`config.mk`:
```
export PLATFORM = sky130hd
export DESIGN_NAME = fetch_unit
export DESIGN_NICKNAME = d
export VERILOG_FILES = /design/src/rtl/fetch_unit_pkg.sv /design/src/rtl/fetch_npc.sv /design/src/rtl/fetch_unit.sv
export SDC_FILE = /design/constraint.sdc
export NUM_CORES = 1
export LEC_CHECK = 0
export CELL_PAD_IN_SITES_DETAIL_PLACEMENT = 0
export CELL_PAD_IN_SITES_GLOBAL_PLACEMENT = 1
export CORE_MARGIN = 8
export CORE_UTILIZATION = 36
export CTS_CLUSTER_DIAMETER = 200
export DETAILED_ROUTE_END_ITERATION = 10
export GPL_TIMING_DRIVEN = 0
export PLACE_DENSITY_LB_ADDON = 0.25
export SKIP_CTS_REPAIR_TIMING = 1
export SLEW_MARGIN = 10
export SYNTH_ARGS = -nofsm -noshare
export SYNTH_HDL_FRONTEND = slang
export SYNTH_SLANG_ARGS = --single-unit
```
`constraint.sdc`:
```
create_clock -name clk -period 4.92 [get_ports clk]
set_input_delay 0.984 -clock clk [delete_from_list [all_inputs] [get_ports clk]]
set_output_delay 0.984 -clock clk [all_outputs]
set_load 0.02 [all_outputs]
```
`src/rtl/fetch_unit_pkg.sv`:
```
// Shared encodings for the instruction-fetch stage: next-PC selects, FSM states and
// default reset/exception vectors.
package fetch_unit_pkg;

    // NPCOp codes driven by the control decoder.
    localparam logic [2:0] NPC_PLUS4  = 3'b000;
    localparam logic [2:0] NPC_BRANCH = 3'b001;
    localparam logic [2:0] NPC_JUMP   = 3'b010;
    localparam logic [2:0] NPC_EXCEPT = 3'b011;

    localparam logic [31:0] DefaultResetPc = 32'h0000_3000;
    localparam logic [31:0] DefaultExcVec  = 32'h0000_4180;

    typedef enum logic [1:0] {
        FsIdle  = 2'b00,
        FsFetch = 2'b01,
        FsExec  = 2'b10,
        FsHalt  = 2'b11
    } fetch_state_e;

    // Branch displacement: sign-extended word offset turned into a byte offset.
    function automatic logic [31:0] branch_offset(input logic [15:0] imm);
        return {{14{imm[15]}}, imm, 2'b00};
    endfunction

endpackage

```
`src/rtl/fetch_npc.sv`:
```
// Combinational next-PC selection for the fetch stage.
module fetch_npc
    import fetch_unit_pkg::*;
#(
    parameter logic [31:0] EXC_VEC = DefaultExcVec
) (
    input  logic [31:0] pc,
    input  logic [31:0] instr,
    input  logic [2:0]  npc_op,
    output logic [31:0] next_pc,
    output logic        is_exc
);

    logic [31:0] pc_plus4;
    logic        unused_opcode;

    assign pc_plus4      = pc + 32'd4;
    // Opcode/funct live in the decoder; only the immediate and jump index matter here.
    assign unused_opcode = ^instr[31:26];

    always_comb begin
        next_pc = pc_plus4;
        is_exc  = 1'b0;
        case (npc_op)
            NPC_PLUS4:  next_pc = pc_plus4;
            NPC_BRANCH: next_pc = pc_plus4 + branch_offset(instr[15:0]);
            NPC_JUMP:   next_pc = {pc_plus4[31:28], instr[25:0], 2'b00};
            NPC_EXCEPT: begin
                next_pc = EXC_VEC;
                is_exc  = 1'b1;
            end
            // Reserved codes 4..7 redirect like an exception.
            default: begin
                next_pc = EXC_VEC;
                is_exc  = 1'b1;
            end
        endcase
    end

endmodule

```
`src/rtl/fetch_unit.sv`:
```
// Instruction-fetch stage: owns PC/IR/EPC, runs the req/ack handshake to instruction
// memory and commits the next PC chosen by the decoder's NPCOp.
module fetch_unit
    import fetch_unit_pkg::*;
#(
    parameter logic [31:0] RESET_PC = DefaultResetPc,
    parameter logic [31:0] EXC_VEC  = DefaultExcVec
) (
    input  logic        clk,
    input  logic        rst,
    input  logic [2:0]  npc_op,
    input  logic        hold,
    output logic        im_req,
    output logic [31:0] im_addr,
    input  logic [31:0] im_rdata,
    input  logic        im_ack,
    input  logic        im_err,
    output logic [31:0] instr,
    output logic        nop,
    output logic [31:0] pc,
    output logic [31:0] pc_plus4,
    output logic [31:0] epc,
    output logic        halted
);

    fetch_state_e state_q, state_d;
    logic [31:0]  pc_q, pc_d;
    logic [31:0]  instr_q, instr_d;
    logic [31:0]  epc_q, epc_d;
    logic [31:0]  next_pc;
    logic         npc_exc;

    fetch_npc #(
        .EXC_VEC (EXC_VEC)
    ) u_npc (
        .pc      (pc_q),
        .instr   (instr_q),
        .npc_op  (npc_op),
        .next_pc (next_pc),
        .is_exc  (npc_exc)
    );

    always_ff @(posedge clk) begin
        if (rst) begin
            state_q <= FsIdle;
            pc_q    <= RESET_PC;
            instr_q <= '0;
            epc_q   <= '0;
        end else begin
            state_q <= state_d;
            pc_q    <= pc_d;
            instr_q <= instr_d;
            epc_q   <= epc_d;
        end
    end

    always_comb begin
        state_d = state_q;
        pc_d    = pc_q;
        instr_d = instr_q;
        epc_d   = epc_q;
        im_req  = 1'b0;
        nop     = 1'b1;
        halted  = 1'b0;

        unique case (state_q)
            // Acks seen here belong to a request aborted by reset and are dropped.
            FsIdle: state_d = FsFetch;

            FsFetch: begin
                im_req = 1'b1;
                if (im_ack) begin
                    if (!im_err) begin
                        instr_d = im_rdata;
                        state_d = FsExec;
                    end else if (pc_q != EXC_VEC) begin
                        // Retry at the vector without dropping the request.
                        epc_d = pc_q;
                        pc_d  = EXC_VEC;
                    end else begin
                        state_d = FsHalt;
                    end
                end
            end

            FsExec: begin
                nop = 1'b0;
                if (!hold) begin
                    pc_d    = next_pc;
                    state_d = FsFetch;
                    if (npc_exc) begin
                        epc_d = pc_q;
                    end
                end
            end

            FsHalt: halted = 1'b1;
        endcase
    end

    assign im_addr  = pc_q;
    assign pc       = pc_q;
    assign pc_plus4 = pc_q + 32'd4;
    assign instr    = instr_q;
    assign epc      = epc_q;

endmodule

```
==> metrics.md <==
| Metric | Value |
|---|---|
| Reg2Reg Launch Point | `im_addr[2]` |
| Internal | `1.25 mW` |
| Syn Std Cell Area | `6450 sq um` |
| Worst reg2reg path endpoint | `im_addr[29]` |
| Final Hold Violating Endpoints | `0` |
| R2r setup slk | `530 ps` |
| CTS Buffer Depth | `2` |
| Comb pwr share | `14.9%` |
| CP Depth | `15` |
| Worst Setup End Kind | `flop` |
| Routed vias/inst | `5.21` |
| Slew Viols, Final | `0` |
| Power per standard cell area | `196 nW/um^2` |
| Dpl hpwl | `18700 um` |
| Drt total wl | `23700 um` |
| Critical Path AT | `4620 ps` |
| R2R cell count | `15` |
| CP Max Fanout | `9` |
| Unrepaired setup endpoints after global routing | `no` |
| Clock Pin Slew Worst Setup and Hold Paths | `70 ps` |
| Buf/Inv on CP | `1` |
| Worst setup path class | `reg -> reg` |
| Worst Hold Depth | `2` |
| Crit share post-route | `89.3%` |
| Top FF cell, synth | `dfxtp_1` |
| Pin count of the biggest net entering global routing | `20` |
| Syn Area/Cell | `7.71 sq um` |
| CTS tree | `built` |
| Hold Path Class | `reg -> reg` |
| Initial antenna violation count | `0` |
| I/O Buffers | `193` |
| Hold Crit Endpoint | `epc[16]` |
| GRT Resource Usage Total | `20.3%` |
| Die Y | `150 um` |
| Relative slew slack | `35.6%` |
| EDFF count, synth | `0` |
| Sequential-to-total area share from yosys stat | `29.2%` |
| Critical path's slowest cell | `nor3_1` |
| Post-synth top area cell | `dfxtp_1` |
| Area Growth Syn to Fin | `39.4%` |
| H-tree depth | `3` |
| Clk_lat worst skew | `360 ps` |
| Worst EP required | `5150 ps` |
| Vias post-DR | `6682` |
| Clock skew | `9.83 ps` |
| Max Cap Viol | `0` |
| Final setup fails | `0` |
| Synth Register Bits | `94` |
| Clock sinks | `94` |
| Max Clk Rate | `228 MHz` |
| Synth top area share | `29.2%` |
| Post-layout util | `50.6%` |
| Register share of total power | `45.1%` |
| TNS Setup | `0 ps` |
| Gr ovfl total | `0` |
| Clock group share of total power | `40.1%` |
| First-pass GRT wire length | `35700 um` |
| Antenna-violating nets left | `0` |
| Ys async rst share | `0%` |
| Peak VDD IR | `163 uV` |
| Sw Share | `29.1%` |
| Mapped Cells | `836` |
| Synth warn | `0` |
| Yosys cell types | `71` |
| Most frequent cells after synthesis | `nand2_1 (158), a21oi_1 (103), dfxtp_1 (94), nor2_1 (46), buf_4 (41)` |
| Delay-heaviest family, CP | `compound AO/OA/AOI/OAI gates` |
| Gp weighted congestion | `0.885` |
| Critical Path Source Type | `flop` |
| Status | `finished, final reports clean` |
| Initial core utilization | `36.3%` |
| Hold Startpoint | `epc[16]` |
| Top post-synthesis cells by area | `dfxtp_1 (29%), nand2_1 (9.2%), a21oi_1 (8.0%)` |
| CP peak stage delay | `570 ps` |
| Initial DRT Pass Iterations | `5` |
| Vias in the first global route | `6214` |
| CTS buffer count | `9` |
| Net Switching | `0.512 mW` |
| Cells along the critical path | `ha_1, nand4_1, nor3_1, nand2_1, xnor2_1, ha_1, clkbuf_1, a21oi_1, o211ai_1, a31o_2, a21oi_1, o31ai_1, a41oi_1, mux2i_1, o21ai_1` |
| Actual slew at the worst max-slew pin | `965 ps` |
| # diodes | `0` |
| Initial DRC count | `506` |
| DIE AREA | `22500 sq um` |
| Placeable Area | `17800 sq um` |
| IO Pins | `203` |
| Die width | `150 um` |
| Nets | `1124` |
| LEAKAGE | `3.50 nW` |
| Fin crit period | `4390 ps` |
| Residual DRC | `0` |
| FP Rows | `49` |
| DR WL/cell | `18.5 um` |
| Fraction of layout cells with a size suffix above 1 | `9.02%` |
| Count leader, synth | `nand2_1` |
| CTS root buf | `clkbuf_16` |
metal layers:
metal / part of all wire (%) / GRT usage (%)
met5: 0 / 0
met3: 7.3 / 4.45
met2: 44 / 31.7
met4: 0.85 / 4.30
met1: 48 / 28.1
cell families after synthesis:
kind of cell / after synthesis / synth area share [%]
buffers and inverters: 102 / 8.52
flip-flops: 94 / 29.2
AND/OR/NAND/NOR: 304 / 22.5
AO/OA/AOI/OAI: 228 / 22.0
multiplexers: 21 / 3.40
other: 1 / 0.0582
XOR/XNOR: 50 / 7.20
adder cells (fa/ha/maj): 36 / 7.10
how the worst max path moves through the flow:
stage          startpoint           to  slack, ps
5_1_grt        im_addr[5]  im_addr[29]        180
2_1_floorplan  im_addr[2]  im_addr[24]       1060
3_3_place_gp   im_addr[2]  im_addr[29]        590
6_report       im_addr[2]  im_addr[29]        530
3_5_place_dp   im_addr[2]  im_addr[29]        610
4_1_cts        im_addr[2]  im_addr[29]        590
area by class of cell:
class | count | area (sq um)
buffer | 89 | 500
clock buffer | 10 | 239
sequential | 94 | 1880
multi-input combinational | 647 | 4050
fill | 1810 | 8790
inverter | 13 | 48.8
clock inverter | 6 | 43.8
timing repair buffer | 194 | 1940
tap | 229 | 287
worst register-to-register path: stages (launching register included):
cell and delay, ps:
dfxtp_1 520, ha_1 260, nand4_1 220, nor3_1 570, nand2_1 140, xnor2_1 350
ha_1 300, clkbuf_1 210, a21oi_1 240, o211ai_1 130, a31o_2 250, a21oi_1 130
o31ai_1 140, a41oi_1 500, mux2i_1 240, o21ai_1 70
sequential cells by signal (all words and copies together) (netlist names):
signal,flops
instr,32
epc,30
im_addr,30
state_q,2
power by group through the flow:
| stage | clock network [mW] | logic, mW | registers, mW |
|---|---|---|---|
| floorplan | 0 | 0.132 | 0.820 |
| global placement | 0 | 0.259 | 0.811 |
| detailed placement | 0 | 0.259 | 0.811 |
| CTS | 0.715 | 0.260 | 0.793 |
| global route | 0.744 | 0.282 | 0.796 |
| finish | 0.705 | 0.262 | 0.793 |
metrics by stage:
| step | setup WS (ps) | cell area (sq um) | instances | total power, mW | hold WS (ps) |
|---|---|---|---|---|---|
| after floorplan | 1060 | 6470 | 843 | 0.952 | 483 |
| after global placement | 590 | 8690 | 1265 | 1.07 | 441 |
| after detailed placement | 606 | 8710 | 1266 | 1.07 | 446 |
| after CTS | 589 | 8990 | 1282 | 1.77 | 455 |
| after global routing | 178 | 8990 | 1282 | 1.82 | 471 |
| final | 528 | 8990 | 1282 | 1.76 | 452 |
cell usage in the layout, fill, tap and decap left out, types with 7 or more instances in the layout:
cell               n
clkdlybuf4s50_1  193
nand2_1          158
a21oi_1          103
dfxtp_1           94
nor2_1            46
buf_4             42
ha_1              35
clkbuf_1          33
xor2_1            27
o21ai_0           25
xnor2_1           21
a21o_1            17
nand3_1           16
a22oi_1           15
mux2i_1           14
inv_1             13
nand4_1           11
nor3_1            11
buf_2              9
o22ai_1            9
clkbuf_16          9
nand2b_1           8
nor2b_1            8
o21a_1             8
conb_1             8
o31ai_1            7
and3_1             7
mux2_2             7
Note: power is estimated with default switching activity, not from simulation.
